### src/rtl/intersection_pkg.sv
// intersection_pkg: shared state, table-select codes and default times
// for the multi-phase intersection controller.
package intersection_pkg;

  typedef enum logic [1:0] {
    S_GREEN  = 2'd0,
    S_EXTEND = 2'd1,
    S_YELLOW = 2'd2,
    S_WALK   = 2'd3
  } state_t;

  localparam logic [1:0] SEL_GREEN  = 2'd0;
  localparam logic [1:0] SEL_EXT    = 2'd1;
  localparam logic [1:0] SEL_YELLOW = 2'd2;
  localparam logic [1:0] SEL_WALK   = 2'd3;

  localparam int DEF_GREEN  = 6;
  localparam int DEF_EXT    = 3;
  localparam int DEF_YELLOW = 2;
  localparam int DEF_WALK   = 3;
  localparam int MIN_TIME   = 1;

  function automatic logic [1:0] sel_of(state_t s);
    logic [1:0] r;
    case (s)
      S_GREEN:  r = SEL_GREEN;
      S_EXTEND: r = SEL_EXT;
      S_YELLOW: r = SEL_YELLOW;
      default:  r = SEL_WALK;
    endcase
    return r;
  endfunction

  function automatic int def_time(logic [1:0] sel);
    int r;
    case (sel)
      SEL_GREEN:  r = DEF_GREEN;
      SEL_EXT:    r = DEF_EXT;
      SEL_YELLOW: r = DEF_YELLOW;
      default:    r = DEF_WALK;
    endcase
    return r;
  endfunction

endpackage

### src/rtl/intersection_ctrl_tick_timer.sv
// tick_timer: one-second tick divider plus loadable seconds down-counter.
// expired fires on the tick that sees a count of 1.
module tick_timer #(
  parameter int TW = 4,
  parameter int TICK_DIV = 27_000_000,
  parameter logic [TW-1:0] RST_VAL = '0
) (
  input  logic          clk,
  input  logic          rst,
  input  logic          load,
  input  logic          clr_div,
  input  logic [TW-1:0] value,
  output logic          expired
);

  localparam int DW = (TICK_DIV > 1) ? $clog2(TICK_DIV) : 1;
  localparam logic [DW-1:0] DIV_LAST = DW'(TICK_DIV - 1);

  logic [DW-1:0] div;
  logic [TW-1:0] cnt;
  logic          tick;

  assign tick    = (div == DIV_LAST);
  assign expired = tick && (cnt == TW'(1));

  always_ff @(posedge clk or posedge rst) begin
    if (rst) begin
      div <= '0;
      cnt <= RST_VAL;
    end else begin
      if (clr_div || tick) div <= '0;
      else                 div <= div + 1'b1;
      if (load)
        cnt <= value;
      else if (tick && cnt != TW'(1))
        cnt <= cnt - 1'b1;
    end
  end

endmodule

### src/rtl/intersection_ctrl.sv
// intersection_ctrl: round-robin multi-phase traffic controller with
// per-phase timing table, sensor extension and latched walk requests.
module intersection_ctrl
  import intersection_pkg::*;
#(
  parameter int NUM_PHASES = 4,
  parameter int TW = 4,
  parameter int TICK_DIV = 27_000_000
) (
  input  logic                          clk,
  input  logic                          g_reset,
  input  logic [NUM_PHASES-1:0]         sensor,
  input  logic [NUM_PHASES-1:0]         walk_request,
  input  logic                          reprogram,
  input  logic [1:0]                    param_sel,
  input  logic [$clog2(NUM_PHASES)-1:0] param_phase,
  input  logic [TW-1:0]                 param_value,
  output logic [NUM_PHASES-1:0]         green,
  output logic [NUM_PHASES-1:0]         yellow,
  output logic [NUM_PHASES-1:0]         red,
  output logic [NUM_PHASES-1:0]         walk,
  output logic [$clog2(NUM_PHASES)-1:0] active_phase
);

  localparam int NP = NUM_PHASES;
  localparam int PW = $clog2(NP);
  localparam logic [PW-1:0] LAST = PW'(NP - 1);

  state_t        state, nxt_state;
  logic [PW-1:0] p, nxt_p, p_inc;
  logic [NP-1:0] pend, pend_clr, oh, nxt_oh;
  logic [NP-1:0] g_n, y_n, w_n;
  logic [TW-1:0] tbl [NP][4];
  logic [TW-1:0] wr_val, load_val;
  logic          row_ok, wr_en, go, expired;

  assign p_inc  = (p == LAST) ? '0 : p + 1'b1;
  assign oh     = NP'(1) << p;
  assign nxt_oh = NP'(1) << nxt_p;
  assign row_ok = int'(param_phase) < NP;
  assign wr_en  = reprogram && row_ok;
  assign wr_val = (param_value == '0) ? TW'(MIN_TIME) : param_value;
  assign active_phase = p;

  always_comb begin
    nxt_state = state;
    nxt_p     = p;
    go        = 1'b0;
    if (reprogram) begin
      nxt_state = S_GREEN;
      nxt_p     = '0;
      go        = 1'b1;
    end else if (expired) begin
      go = 1'b1;
      unique case (state)
        S_GREEN:  nxt_state = sensor[p] ? S_EXTEND : S_YELLOW;
        S_EXTEND: nxt_state = S_YELLOW;
        S_YELLOW: begin
          if (pend[p]) begin
            nxt_state = S_WALK;
          end else begin
            nxt_state = S_GREEN;
            nxt_p     = p_inc;
          end
        end
        S_WALK: begin
          nxt_state = S_GREEN;
          nxt_p     = p_inc;
        end
      endcase
    end
  end

  // A same-cycle write to the entry being loaded is forwarded.
  always_comb begin
    load_val = tbl[nxt_p][sel_of(nxt_state)];
    if (wr_en && param_phase == nxt_p &&
        param_sel == sel_of(nxt_state))
      load_val = wr_val;
  end

  always_comb begin
    g_n = '0;
    y_n = '0;
    w_n = '0;
    unique case (1'b1)
      nxt_state == S_GREEN,
      nxt_state == S_EXTEND: g_n = nxt_oh;
      nxt_state == S_YELLOW: y_n = nxt_oh;
      default:               w_n = nxt_oh;
    endcase
  end

  assign pend_clr = (state == S_WALK && expired && !reprogram)
                  ? oh : '0;

  always_ff @(posedge clk or posedge g_reset) begin
    if (g_reset) begin
      state  <= S_GREEN;
      p      <= '0;
      green  <= NP'(1);
      yellow <= '0;
      red    <= ~NP'(1);
      walk   <= '0;
    end else if (go) begin
      state  <= nxt_state;
      p      <= nxt_p;
      green  <= g_n;
      yellow <= y_n;
      red    <= ~(g_n | y_n);
      walk   <= w_n;
    end
  end

  always_ff @(posedge clk or posedge g_reset) begin
    if (g_reset) pend <= '0;
    else         pend <= (pend & ~pend_clr) | walk_request;
  end

  always_ff @(posedge clk or posedge g_reset) begin
    if (g_reset) begin
      for (int r = 0; r < NP; r++)
        for (int s = 0; s < 4; s++)
          tbl[r][s] <= TW'(def_time(2'(s)));
    end else if (wr_en) begin
      tbl[param_phase][param_sel] <= wr_val;
    end
  end

  tick_timer #(
    .TW      (TW),
    .TICK_DIV(TICK_DIV),
    .RST_VAL (TW'(DEF_GREEN))
  ) u_timer (
    .clk    (clk),
    .rst    (g_reset),
    .load   (go),
    .clr_div(go && !reprogram),
    .value  (load_val),
    .expired(expired)
  );

endmodule

### config.mk
export PLATFORM = sky130hd
export DESIGN_NAME = intersection_ctrl
export DESIGN_NICKNAME = d
export VERILOG_FILES = /design/src/rtl/intersection_pkg.sv /design/src/rtl/intersection_ctrl_tick_timer.sv /design/src/rtl/intersection_ctrl.sv
export SDC_FILE = /design/constraint.sdc
export NUM_CORES = 1
export LEC_CHECK = 0
export ABC_AREA = 1
export ABC_CLOCK_PERIOD_IN_PS = 4850
export BUFFER_PORTS_ARGS = -buffer_cell sky130_fd_sc_hd__buf_2
export CORE_MARGIN = 2
export CORE_UTILIZATION = 35
export CTS_CLUSTER_DIAMETER = 120
export DETAILED_ROUTE_END_ITERATION = 8
export PLACE_DENSITY = 0.55
export SYNTH_ARGS = -nofsm -noshare
export SYNTH_HDL_FRONTEND = slang
export SYNTH_SLANG_ARGS = --single-unit
### constraint.sdc
create_clock -name clk -period 4.85 [get_ports clk]
set_clock_uncertainty 0.2 [all_clocks]
set_input_delay 1.455 -clock clk [delete_from_list [all_inputs] [get_ports clk]]
set_output_delay 1.455 -clock clk [all_outputs]
set_load 0.05 [all_outputs]
==> impl_results.md <==
* CTS resizes at 0
* Detailed Routing Iterations Pass 1 at 5
* Reg-to-reg endpoint: u_timer.cnt[2]$_DFFE_PP1P_
* Grt ovf at 0
* Vias at slightly above 5000
* Slowest CP cell: inv_1
* Pleak at around 3.4 nW
* Worst path buffer plus inverter count at 3
* Worst-path cell chain: buf_2 > inv_1 > nand2_4 > nand2_4 > nand2_4 > inv_2 > nand2_1 > nand2_1 > nand2_1 > nand3_1 > nand3_1 > nand2_1 > nand2_1 > nand2_1 > nand2_1 > nand2_1
* Syn_area_per_cell at about 7.7 µm²
* Synth area leaders: dfrtp_1 35%, nand2_1 16%, dfstp_2 15%
* Clock-pin slew on the worst setup and hold paths at approximately 0.050 ns
* Top cells by count, synth: 254 x nand2_1, 87 x nor2_1, 83 x dfrtp_1, 72 x inv_1, 68 x o21ai_0
* Crit path launch: reprogram
* H-tree depth at 4
* Max Buffers Root-to-Sink at 2
* Worst Hold Slack at about 0.25 ns
* Stages on worst setup path at 16
* Total GRT Usage at 18.4%
* Worst-Skew Late Latency at 0.42 ns
* Fin crit share at 73.2%
* Num Clock Sinks at 117
* Finished Cell Area at approximately 7000 µm²
* Worst R2R Path Depth at 17
* Synth Warn # at 0
* Average wire per standard cell at roughly 15 µm
* Antenna diodes at 0
* Port-buffer cells at 36
* Final layout net count at between 800 and 900
* Antenna viol nets, final at 0
* Cell Area, Placed at approximately 6400 µm²
* Fraction of registers with async set/reset at 100%
* Syn nets at between 800 and 900
* Final core utilization at between 40% and 50%
* Peak supply drop at 256 µV
* Tmin final at roughly 3.6 ns
* Peak per-stage delay on the critical path at 0.35 ns
* Placer Congestion at 0.817
* CP top delay family: simple AND/OR/NAND/NOR gates
* M2 GR Usage at between 20% and 30%
* CP Launch Type: primary input
* Initial DRC count at just over 400
* Critical Path RT at 5.01 ns
* Sequential-to-total area share from yosys stat at 49.8%
* Final Hold Fails at 0
* Synth Register Bits at between 100 and 150
* P per Cell Area at ~410 nW/µm²
* Ys flop type: dfrtp_1
* Largest fanout on the critical path at 40
* Hold buffer count at CTS at 0
* Initial antenna violation count at 0
* Fmax at 282 MHz
* Die width at around 130 µm
* Largest net degree at the start of global routing at around 90
* Final wirelength at between 15000 and 20000 µm
* Cell taking the most area after synthesis: dfrtp_1
* CTS tree: done
* Synth-to-layout area growth at 17.2%
* DR vias/cell at between 4 and 5
* Slew Viols, Final at 0
* Most used cell, CP: nand2_1
* Post-CTS Setup Bufs at 0
* RSZ-0062 raised after global routing: no
* DR DRC count at 0
* Max cap viols at 0
* Setup TNS at 0 ns
* Die area at about 18000 µm²
* EDFF count, synth at 0
* Cts bufs inserted at 17
* Least-Margin Pin Slew at between 0.9 and 1 ns
* Grt met3 use at around 4.2%
* Starting Density at a little over a third
* IO Count at 37
* Vias in the first global route at a little over 5000
* CTS root buffer: clkbuf_16
* First-pass GRT wire length at 25800 µm
* Row cnt at 47
* Setup crit end kind: register
* WP data arrival at 3.71 ns
* Synth top area share at a little over a third
* Status: completed
* Setup Viol. Count Final at 0
* Core Area at approximately 17000 µm²
* Crit Path Class: in -> reg
* Die Y at roughly 130 µm
* Hold Crit Class: reg -> reg
* GR peak layer: met2
* Slew HR at between 30% and 40%
* Reg-to-Reg Start: u_timer.div[0]$_DFF_PP0_
* Fraction of layout cells with a size suffix above 1 at 15.8%
* Final HPWL DP at between 10000 and 15000 µm
* Flop2flop setup slack at approximately 1.4 ns
* Synthesized cell area at slightly below 6000 µm²
* Top-count cell post-synth: nand2_1
* CP Capture Point: u_timer.cnt[1]$_DFFE_PP1P_
* Final-layout fill cell count at 1721
* Grt met1 use at about a quarter
* Syn Inst Count at between 700 and 800
* Yosys cell types at 38
through the flow:
step | power (mW) | worst slack [ns] | cells
after detailed placement | 1.53 | 0.916 | 1020
after global placement | 1.53 | 0.955 | 1020
final | 2.87 | 1.30 | 1051
after CTS | 2.89 | 1.33 | 1051
after floorplan | 1.43 | 0.151 | 779
after global routing | 2.99 | 1.07 | 1051
flip-flops by register name, indices dropped and copies added (netlist names):
name,flops
red,4
pend,4
u_timer.cnt,4
u_timer.div,25
green,4
active_phase,2
yellow,4
state,2
tbl,64
walk,4
how the worst min path moves through the flow:
stage                                  start                       end  slack [ns]  cells past startpoint
CTS                 u_timer.div[0]$_DFF_PP0_  u_timer.div[0]$_DFF_PP0_        0.26                      1
global route        u_timer.div[0]$_DFF_PP0_  u_timer.div[0]$_DFF_PP0_        0.28                      1
floorplan           u_timer.div[0]$_DFF_PP0_  u_timer.div[0]$_DFF_PP0_        0.23                      1
detailed placement  u_timer.div[0]$_DFF_PP0_  u_timer.div[0]$_DFF_PP0_        0.25                      1
finish              u_timer.div[0]$_DFF_PP0_  u_timer.div[0]$_DFF_PP0_        0.25                      1
global placement    u_timer.div[0]$_DFF_PP0_  u_timer.div[0]$_DFF_PP0_        0.25                      1
worst reg2reg max path, stage by stage, from the launching register on:
cell	delay (ns)
dfrtp_1	0.36
ha_1	0.21
nand3_2	0.14
nor2_4	0.15
nand3_2	0.10
nor2_4	0.27
nand2_2	0.11
nand2_4	0.17
nand2_4	0.13
nand2_4	0.37
inv_2	0.25
nor2_1	0.32
nand2_1	0.10
nand4_1	0.13
nand3_1	0.07
nand2_1	0.07
nand2_1	0.06
a21oi_1	0.15
cells in the final DEF (no fill, tap or decap), drive strengths merged, types with 5 or more instances in the layout:
cell type	n
a21oi	45
a31oi	5
buf	39
clkbuf	23
dfrtp	83
dfstp	34
ha	7
inv	79
nand2	260
nand3	43
nand4	9
nor2	91
nor3	10
o21ai	75
cell type report:
| cell class | instances | area [µm²] | area share [%] |
|---|---|---|---|
| multi-input cells | 564 | 2590 | 37.1 |
| well taps | 220 | 275 | 3.94 |
| flip-flops and latches | 117 | 2970 | 42.5 |
| repair buffers | 39 | 215 | 3.08 |
| clock inverters | 8 | 146 | 2.09 |
| inverters | 80 | 303 | 4.33 |
| clock buffers | 23 | 488 | 6.98 |
per-layer routing:
layer / vias up / share of wire [%]
met2: 85 / 46
met5: - / 0
met4: 0 / 1.8
met1: 2397 / 48
li1: 2583 / -
met3: 25 / 3.9
power breakdown:
group	internal [mW]	switching, mW	leakage (nW)
clock network	0.910	0.446	0.309
logic	0.111	0.191	1.67
registers	1.14	0.0701	1.41
cells by family after synthesis:
family,share of synthesized area [%]
simple gates,29.7
buf+inv,6.69
compound gates,11.9
flops,49.8
xor+xnor,0.441
fa+ha+maj,1.47
Power figures use the tool's default switching activity.
